--- src/rtl/avmm_lvds_bridge_avm_if.sv ---
// -----------------------------------------------------------------------------
// avmm_lvds_bridge_avm_if
//
// Remote-end responder of the AVMM-over-LVDS bridge. Request packets are popped
// from the RX FIFO: one header word, followed by one write-data word per beat
// for writes. Each request is replayed on an Avalon-MM master, and the response
// packet is pushed into the TX FIFO:
//   write           -> header only
//   NOBURST read    -> header + 1 data word
//   BURST read      -> header + burstcount data words
// The response header is the request header echoed unchanged.
//
// Request header word layout:
//   [31]                   1 = read, 0 = write
//   [30]                   1 = BURST, 0 = NOBURST
//   [29:22]                burstcnt_byteena: burstcount (BURST) or byteenable[3:0] (NOBURST)
//   [ADDR_W-1:0]           Avalon word address
// The field positions are fixed, so ADDR_W <= 22 and BURSTCNT_W <= 8.
//
// Ports
//   clk_i, rst_i          clock, asynchronous active-high reset
//   req_rdreq_o           RX FIFO read request (q valid one clock later)
//   req_q_i               RX FIFO data
//   req_rdempty_i         RX FIFO empty
//   resp_data_o           TX FIFO write data (registered)
//   resp_valid_o          TX FIFO write strobe (registered, no backpressure)
//   m_*                   Avalon-MM master (address, byteenable, burstcount,
//                         writedata, write, read, readdata, waitrequest,
//                         readdatavalid)
// -----------------------------------------------------------------------------
module avmm_lvds_bridge_avm_if #(
    parameter int ADDR_W     = 22,
    parameter int BURSTCNT_W = 8
) (
    input  logic                  clk_i,
    input  logic                  rst_i,
    output logic                  req_rdreq_o,
    input  logic [31:0]           req_q_i,
    input  logic                  req_rdempty_i,
    output logic [31:0]           resp_data_o,
    output logic                  resp_valid_o,
    output logic [ADDR_W-1:0]     m_address_o,
    output logic [3:0]            m_byteenable_o,
    output logic [BURSTCNT_W-1:0] m_burstcount_o,
    output logic [31:0]           m_writedata_o,
    output logic                  m_write_o,
    output logic                  m_read_o,
    input  logic [31:0]           m_readdata_i,
    input  logic                  m_waitrequest_i,
    input  logic                  m_readdatavalid_i
);

    localparam int HDR_RD_BIT    = 31;
    localparam int HDR_BURST_BIT = 30;
    localparam int HDR_BCE_LSB   = 22;

    localparam logic [BURSTCNT_W-1:0] ONE_BEAT = BURSTCNT_W'(1);

    typedef enum logic [2:0] {
        ST_IDLE     = 3'd0,
        ST_HDR      = 3'd1,
        ST_WR_FETCH = 3'd2,
        ST_WR_LOAD  = 3'd3,
        ST_WR_BUS   = 3'd4,
        ST_RESP_HDR = 3'd5,
        ST_RD_CMD   = 3'd6,
        ST_RD_DATA  = 3'd7
    } state_t;

    state_t                  state_reg;
    state_t                  state_next;

    logic [31:0]             hdr_reg;
    logic [ADDR_W-1:0]       addr_reg;
    logic [3:0]              be_reg;
    logic [BURSTCNT_W-1:0]   bc_reg;
    logic [31:0]             wdata_reg;
    logic [BURSTCNT_W-1:0]   beat_cnt_reg;
    logic [31:0]             resp_data_reg;
    logic                    resp_valid_reg;

    logic [BURSTCNT_W-1:0]   beat_inc;
    logic                    last_beat;
    logic                    wr_accept;
    logic                    rd_accept;
    logic                    push_valid;
    logic [31:0]             push_data;
    logic [BURSTCNT_W-1:0]   bc_load;
    logic [3:0]              be_load;

    assign beat_inc  = beat_cnt_reg + ONE_BEAT;
    assign last_beat = (beat_inc == bc_reg);
    assign wr_accept = (state_reg == ST_WR_BUS) && !m_waitrequest_i;
    assign rd_accept = (state_reg == ST_RD_CMD) && !m_waitrequest_i;

    // Decode of the header being latched in HDR. A BURST with burstcount 0 is
    // executed (and presented on the bus) as a single beat.
    always_comb begin
        bc_load = ONE_BEAT;
        be_load = req_q_i[HDR_BCE_LSB +: 4];
        if (req_q_i[HDR_BURST_BIT]) begin
            be_load = 4'hF;
            if (req_q_i[HDR_BCE_LSB +: BURSTCNT_W] != '0) begin
                bc_load = req_q_i[HDR_BCE_LSB +: BURSTCNT_W];
            end
        end
    end

    // ---------------- FSM: state register ----------------
    always_ff @(posedge clk_i or posedge rst_i) begin
        if (rst_i) begin
            state_reg <= ST_IDLE;
        end else begin
            state_reg <= state_next;
        end
    end

    // ---------------- FSM: next-state logic ----------------
    always_comb begin
        state_next = state_reg;
        case (state_reg)
            ST_IDLE:     if (!req_rdempty_i) state_next = ST_HDR;
            ST_HDR:      state_next = req_q_i[HDR_RD_BIT] ? ST_RD_CMD : ST_WR_FETCH;
            ST_WR_FETCH: if (!req_rdempty_i) state_next = ST_WR_LOAD;
            ST_WR_LOAD:  state_next = ST_WR_BUS;
            ST_WR_BUS:   if (!m_waitrequest_i) state_next = last_beat ? ST_RESP_HDR : ST_WR_FETCH;
            ST_RESP_HDR: state_next = ST_IDLE;
            ST_RD_CMD:   if (!m_waitrequest_i) state_next = ST_RD_DATA;
            ST_RD_DATA:  if (m_readdatavalid_i && last_beat) state_next = ST_IDLE;
            default:     state_next = ST_IDLE;
        endcase
    end

    // ---------------- FSM: output logic ----------------
    // The read request is combinational so the FIFO word is valid in the very
    // next state; it is gated by reset so that every output is low in reset.
    always_comb begin
        req_rdreq_o = 1'b0;
        m_write_o   = 1'b0;
        m_read_o    = 1'b0;
        push_valid  = 1'b0;
        push_data   = hdr_reg;
        case (state_reg)
            ST_IDLE:     req_rdreq_o = !req_rdempty_i && !rst_i;
            ST_WR_FETCH: req_rdreq_o = !req_rdempty_i && !rst_i;
            ST_WR_BUS:   m_write_o   = 1'b1;
            ST_RESP_HDR: push_valid  = 1'b1;
            ST_RD_CMD: begin
                m_read_o   = 1'b1;
                push_valid = !m_waitrequest_i;
            end
            ST_RD_DATA: begin
                push_valid = m_readdatavalid_i;
                push_data  = m_readdata_i;
            end
            default: ;
        endcase
    end

    // ---------------- Datapath ----------------
    always_ff @(posedge clk_i or posedge rst_i) begin
        if (rst_i) begin
            hdr_reg        <= '0;
            addr_reg       <= '0;
            be_reg         <= '0;
            bc_reg         <= '0;
            wdata_reg      <= '0;
            beat_cnt_reg   <= '0;
            resp_data_reg  <= '0;
            resp_valid_reg <= 1'b0;
        end else begin
            resp_valid_reg <= push_valid;
            if (push_valid) begin
                resp_data_reg <= push_data;
            end

            if (state_reg == ST_HDR) begin
                hdr_reg      <= req_q_i;
                addr_reg     <= req_q_i[ADDR_W-1:0];
                be_reg       <= be_load;
                bc_reg       <= bc_load;
                beat_cnt_reg <= '0;
            end

            if (state_reg == ST_WR_LOAD) begin
                wdata_reg <= req_q_i;
            end

            // rd_accept does not advance the count: only returned data does.
            if (wr_accept || ((state_reg == ST_RD_DATA) && m_readdatavalid_i)) begin
                beat_cnt_reg <= beat_inc;
            end
        end
    end

    assign resp_data_o    = resp_data_reg;
    assign resp_valid_o   = resp_valid_reg;
    assign m_address_o    = addr_reg;
    assign m_byteenable_o = be_reg;
    assign m_burstcount_o = bc_reg;
    assign m_writedata_o  = wdata_reg;

    // rd_accept is folded into push_valid; keep it referenced for readability.
    logic unused_rd_accept;
    assign unused_rd_accept = rd_accept;

endmodule
--- config.mk ---
export PLATFORM = sky130hd
export DESIGN_NAME = avmm_lvds_bridge_avm_if
export DESIGN_NICKNAME = d
export VERILOG_FILES = /design/src/rtl/avmm_lvds_bridge_avm_if.sv
export SDC_FILE = /design/constraint.sdc
export NUM_CORES = 1
export LEC_CHECK = 0
export CAP_MARGIN = 20
export CORE_ASPECT_RATIO = 0.7
export CORE_UTILIZATION = 42
export DETAILED_ROUTE_END_ITERATION = 6
export GPL_TIMING_DRIVEN = 0
export PLACE_DENSITY = 0.76
export SLEW_MARGIN = 10
export SYNTH_ARGS = -nofsm -noshare
export SYNTH_HDL_FRONTEND = slang
export SYNTH_SLANG_ARGS = --single-unit
--- constraint.sdc ---
create_clock -name clk_i -period 4 [get_ports clk_i]
set_clock_uncertainty 0.2 [all_clocks]
set_input_delay 0.8 -clock clk_i [delete_from_list [all_inputs] [get_ports clk_i]]
set_output_delay 0.8 -clock clk_i [all_outputs]
set_load 0.005 [all_outputs]
==> metrics.yaml, run 1 <==
outcome: "finished with violations"
violations: "DRC"
syn_area_per_cell_um2: 10.1
ys_top_cells_by_area: "dfrtp_1, nand2_1, mux2_2, mux2i_1, a21oi_1"
irDropWorstVdd_v: 0.000317
clock_latency_ns: 0.41
ctsResizeCount: 0
final_util_pct: 64.1
synth_top_cell_area_share_pct: 55.1
cts-htree-levels: 4
path_common_cell: "clkdlybuf4s50_1"
min_period_ns: 3.10
drt_first_iter_violations: 334
core.rowCount: 34
crit_required_ns: 3.00
yosys.area.top_type: "dfrtp_1"
netlist_instances: 538
start_util_pct: 43.5
power_frac_clock_pct: 49.1
final_antenna_net_count: 0
yosys_warnings: 0
synth-seq-area-share_pct: 55.1
power_density_nw_per_um2: 411
synth_edf_count: 0
synthArstFlopShare_pct: 100
wl_per_cell_um: 16.9
cts_post_setup_buffers_inserted: 0
startpoint_type: "input pin"
antenna_cells: 0
clk_path_buf_depth: 2
grt_pass1_wl_um: 25000
finalCritPeriodShare_pct: 77.5
worst_pin_slew_ns: 0.951
fill_cells: 996
regToRegStartpoint: "beat_cnt_reg[0]$_DFFE_PP0P_"
max_freq_mhz: 323
cts_inserted_buffers: 17
hold_viol_final: 0
grt_use_total_pct: 24.1
endpoint_kind: "output port"
ctsHoldBuffers: 0
cts_tree: "done"
r2r_slack_ns: 1.43
die_h_um: 97.3
crit_start: "req_rdempty_i"
antenna_found_initial: 0
cp_cell_sequence: "clkdlybuf4s50_1, nor4_1, clkdlybuf4s50_1"
tns_ns: 0
synth_common_cells: "nand2_1, dfrtp_1, nor2_1"
cts-root-buf: "clkbuf_16"
crit_family: "buffers and inverters"
min-delay-start: "m_byteenable_o[2]$_DFFE_PP0N_"
ios: 171
p_switching_mw: 0.724
drt-vias-per-instance: 5.10
die_w_um: 138
drc: 26
nNetsFinal: 800
p_leak_nw: 3.39
synthMuxAreaShare_pct: 12.7
clock-sinks: 120
drv_cap: 0
finalSetupViolCount: 0
grt_pass1_vias: 4755
switching_share_pct: 21.9
worst-setup-path-type: "input pin to output port"
seqPwrFrac_pct: 39.6
synth.most_common_cell: "nand2_1"
synthesis.nets: 608
internal_power_mw: 2.58
drt-total-wl_um: 15200
synth_compound_area_share_pct: 8.44
ys_ff_latch: 120
first_pass_iters: 7
dieArea_um2: 13500
areaGrowthSynthToFinish_pct: 47.5
synthAdderAreaFrac_pct: 0.229
grt_overflow: 0
synth-xor-area-share_pct: 1.45
crit_arrival_ns: 2.10
synth_cell_types: 43
cp_slowest_stage_delay_ns: 0.58
core_area_um2: 12500
critPathSlowestCell: "clkdlybuf4s50_1"
pwr-share-comb_pct: 11.3
synthSimpleGateAreaFrac_pct: 15.7
mappedNetlistArea_um2: 5450
cp_max_fo: 3
gp_congestion: 0.807
drive_gt1_share_pct: 14.1
hpwl_um: 11100
slew_headroom_pct: 36.6
clk_pin_slew_ns: 0.05
hold_path_class: "flop to flop"
synth_top_family_by_area: "simple AND/OR/NAND/NOR gates"
numPortBuffers: 170
rsz0062_at_grt: "false"
dominantRegCellSynth: "dfrtp_1"
vias: 4604
slew_viol_final: 0
grt_max_degree: 36
crit_buf_inv: 2
==> power groups by stage <==
stage | logic [mW] | clock network, mW | registers, mW
after global placement | 0.360 | 0 | 1.33
after detailed placement | 0.374 | 0 | 1.33
after floorplan | 0.151 | 0 | 1.33
after global routing | 0.410 | 1.70 | 1.32
final | 0.373 | 1.62 | 1.31
after CTS | 0.377 | 1.64 | 1.31
==> cell families (layout without fill, tap and decap cells) <==
family,Yosys count,count (layout)
compound gates,81,81
flops,120,120
simple gates,202,202
mux,65,65
buf+inv,60,262
xor+xnor,9,9
fa+ha+maj,1,1
==> final cells by class <==
cell class | instances | area, µm² | area share [%]
Buffer | 52 | 323 | 4.01
Clock buffer | 21 | 480 | 5.97
Clock inverter | 8 | 144 | 1.79
Inverter | 8 | 33.8 | 0.420
Multi-Input combinational cell | 358 | 2100 | 26.1
Sequential cell | 120 | 3000 | 37.3
Tap cell | 162 | 203 | 2.52
Timing Repair Buffer | 173 | 1760 | 21.9
==> metrics by stage <==
step / instance area, µm² / hold WS (ns) / cells / worst slack, ns / power [mW]
floorplan: 5460 / 0.245 / 538 / 1.53 / 1.48
CTS: 8050 / 0.284 / 902 / 0.907 / 3.33
finish: 8050 / 0.283 / 902 / 0.901 / 3.31
global placement: 7360 / 0.263 / 870 / 0.381 / 1.69
global route: 8050 / 0.301 / 902 / 0.846 / 3.43
detailed placement: 7420 / 0.270 / 873 / 0.865 / 1.70
==> routing by layer <==
metal / GRT usage (%) / up-vias / share of wire (%)
met2: 37.1 / 184 / 46
met4: 8.04 / 0 / 1.4
met5: 0 / - / 0
li1: - / 2172 / -
met1: 31.7 / 2231 / 45
met3: 8.43 / 17 / 7.6
==> worst min-delay path, delay by kind of cell, from the launching register on <==
kind	cells	cell delay (ns)
AOI/OAI and AO/OA	1	0.06
DFF	1	0.34
and+or+nand+nor	1	0.05
==> final timing paths <==
path	to	depth (start not counted)
setup / recovery	req_rdreq_o	3
hold / removal	m_byteenable_o[2]$_DFFE_PP0N_	2
setup reg to reg	state_reg[2]$_DFFE_PP0P_	7
hold reg to reg	m_byteenable_o[2]$_DFFE_PP0N_	2
max in group asynchronous	hdr_reg[25]$_DFFE_PP0N_	4
min in group asynchronous	beat_cnt_reg[4]$_DFFE_PP0P_	2
==> cell usage in the layout, fill, tap and decap left out, drive strengths merged <==
cell | Yosys | layout
dfrtp | 120 | 120
mux2i | 33 | 33
nand2b | 3 | 3
mux2 | 32 | 32
nand3 | 11 | 11
clkinv | 0 | 3
nand2 | 128 | 128
or3b | 1 | 1
o21ai | 26 | 26
a22oi | 1 | 1
buf | 37 | 40
o211ai | 2 | 2
nor3b | 1 | 1
nor2 | 42 | 42
or3 | 1 | 1
or4 | 1 | 1
nand3b | 1 | 1
xnor2 | 6 | 6
a31oi | 1 | 1
clkdlybuf4s50 | 0 | 170
o32ai | 1 | 1
nand4b | 1 | 1
inv | 8 | 8
ha | 1 | 1
xor2 | 3 | 3
nor3 | 5 | 5
a21oi | 39 | 39
a21o | 2 | 2
a211o | 2 | 2
o41ai | 2 | 2
nor4b | 1 | 1
o31a | 1 | 1
nand4 | 1 | 1
and3 | 3 | 3
clkinvlp | 0 | 1
o31ai | 4 | 4
nor4 | 2 | 2
bufinv | 0 | 4
clkbuf | 15 | 36
(Power assumes the default switching activity.)
==> run 2: changes to the inputs <==
CORE_UTILIZATION = 47   (was 42)
PLACE_DENSITY = 0.81   (was 0.76)
clock period = 3 ns   (was 4 ns; I/O delays follow)
==> metrics.yaml, run 2 (synthesis gave the netlist of run 1 again) <==
outcome: "completed"
cts_post_setup_buffers_inserted: 0  # unchanged
startpoint_type: "flop"
start_util_pct: 48.8  # +5.4 points
grt_pass1_vias: 4778  # +0.48%
hold_viol_final: 0  # unchanged
ctsHoldBuffers: 0  # unchanged
top_layer: "met4"
drive_gt1_share_pct: 13.9  # -0.17 points
grt_use_total_pct: 26.2  # +2.1 points
drt-met1-wl_um: 6340  # -7.9%
crit_required_ns: 2.20  # -0.80 ns
worst-setup-path-type: "flop to output port"
cp_cell_sequence: "clkbuf_1, nor4_1, clkdlybuf4s50_1"
drt_first_iter_violations: 304  # -9.0%
vias: 4594  # -0.22%
cts_inserted_buffers: 17  # unchanged
endpoint_kind: "output port"
cp_slowest_stage_delay_ns: 0.58  # about the same
hpwl_um: 10800  # -2.6%
drt-vias-per-instance: 5.13  # +0.56%
drt-total-wl_um: 14800  # -2.8%
core.rowCount: 32  # -5.9%
crit_arrival_ns: 1.96  # -0.14 ns
numPortBuffers: 170  # unchanged
ctsResizeCount: 0  # unchanged
ios: 171  # unchanged
cts-root-buf: "clkbuf_16"
timing.hold.ws_ns: 0.278  # -0.00493 ns
finalSetupViolCount: 0  # unchanged
fin_ws_ns: 0.237  # -0.664 ns
rsz0062_at_grt: "false"
drv_cap: 0  # unchanged
dieArea_um2: 12000  # -10%
areaGrowthSynthToFinish_pct: 46.8
final_common_cell: "clkdlybuf4s50_1"
irDropWorstVdd_v: 0.000350  # +11%
wl_per_cell_um: 16.5  # -2.0%
dpl.cell_count: 864  # -1.0%
finish.instance_area_um2: 8010  # -0.47%
cp_max_fo: 10  # +7
core_area_um2: 11200  # -11%
power_density_nw_per_um2: 538  # +31%
slew_viol_final: 0  # unchanged
max_freq_mhz: 362
p_leak_nw: 3.37  # -0.65%
critPathSlowestCell: "clkdlybuf4s50_1"
dpl_cell_area_um2: 7410  # -0.15%
finalCritPeriodShare_pct: 92.1
grt_max_degree: 38  # +5.6%
antenna_cells: 0  # unchanged
drc: 0  # -100%
final_cell_mix: "clkdlybuf4s50_1, nand2_1, dfrtp_1"
dpl_worst_slack_ns: 0.140  # -0.724 ns
min_period_ns: 2.76
antenna_found_initial: 0  # unchanged
wl_met2_um: 6810  # -2.4%
worst_pin_slew_ns: 0.814  # -0.137 ns
first_pass_iters: 7  # unchanged
cts-htree-levels: 4  # unchanged
grt_pass1_wl_um: 23700  # -5.1%
fin_cells: 895  # -0.78%
cts_tree: "done"
slew_headroom_pct: 45.8  # +9.1 points
met3_wirelength_um: 1470  # +27%
final_antenna_net_count: 0  # unchanged
crit_buf_inv: 2  # unchanged
clock-sinks: 120  # unchanged
clk_path_buf_depth: 2  # unchanged
nNetsFinal: 800  # unchanged
crit_family: "buffers and inverters"
clock_latency_ns: 0.41  # about the same
die_h_um: 92.1  # -5.4%
clk_pin_slew_ns: 0.05  # about the same
grt_overflow: 0  # unchanged
finalPower_mw: 4.31  # +30%
die_w_um: 131  # -5.4%
gp_congestion: 0.875  # +8.5%
hold_path_class: "flop to flop"
## run 2: cell count changes in the layout (fill, tap and decap cells not counted)
| cell | previous run | this run |
|---|---|---|
| bufinv_16 | 4 | 3 |
| clkbuf_1 | 15 | 18 |
| clkbuf_8 | 4 | 3 |
| clkinvlp_4 | 1 | 3 |
| inv_6 | 1 | 0 |
## run 2: stage by stage
stage	setup TNS, ns	util, %
after detailed placement	0	66.3
after global placement	-42.97	65.8
after floorplan	0	-
after CTS	0	71.7
after global routing	0	71.7
final	0	71.7
## run 2: worst reg2reg max path, cell delays in order (launching register included)
cell,delay (ns)
dfrtp_1,0.44
ha_1,0.31
nand3_1,0.23
nor3_1,0.24
a31oi_1,0.11
nor4b_4,0.42
o31ai_1,0.11
a211o_1,0.30
## run 2: path summary, 6_finish.rpt
check | endpoint | startpoint | depth (start not counted) | slack [ns]
setup / recovery | req_rdreq_o | state_reg[0]$_DFFE_PP0P_ | 3 | 0.24
hold / removal | hdr_reg[22]$_DFFE_PP0N_ | hdr_reg[22]$_DFFE_PP0N_ | 2 | 0.28
setup reg to reg | state_reg[1]$_DFFE_PP0P_ | beat_cnt_reg[0]$_DFFE_PP0P_ | 7 | 0.51
hold reg to reg | hdr_reg[22]$_DFFE_PP0N_ | hdr_reg[22]$_DFFE_PP0N_ | 2 | 0.28
max in group asynchronous | hdr_reg[31]$_DFFE_PP0N_ | rst_i | 5 | 1.09
min in group asynchronous | beat_cnt_reg[4]$_DFFE_PP0P_ | rst_i | 2 | 0.48
## run 2: metal layers
metal,track usage (%),vias up
li1,-,2176
met1,33.6,2190
met2,40.7,210
met3,9.28,18
met4,9.39,0
met5,0,-
## run 2: area by class of cell
class                   instances  area (µm²)
well taps                     153         191
clock buffers                  23         478
fillers                       772        3160
inverters                       8        33.8
clock inverters                 8         120
plain buffers                  52         323
repair buffers                173        1760
multi-input cells             358        2100
flip-flops and latches        120        3000
## run 2: where the power goes
group / internal (mW) / switching, mW
clock: 1.36 / 0.694
sequential: 1.70 / 0.0493
combinational: 0.285 / 0.217
total: 3.35 / 0.960
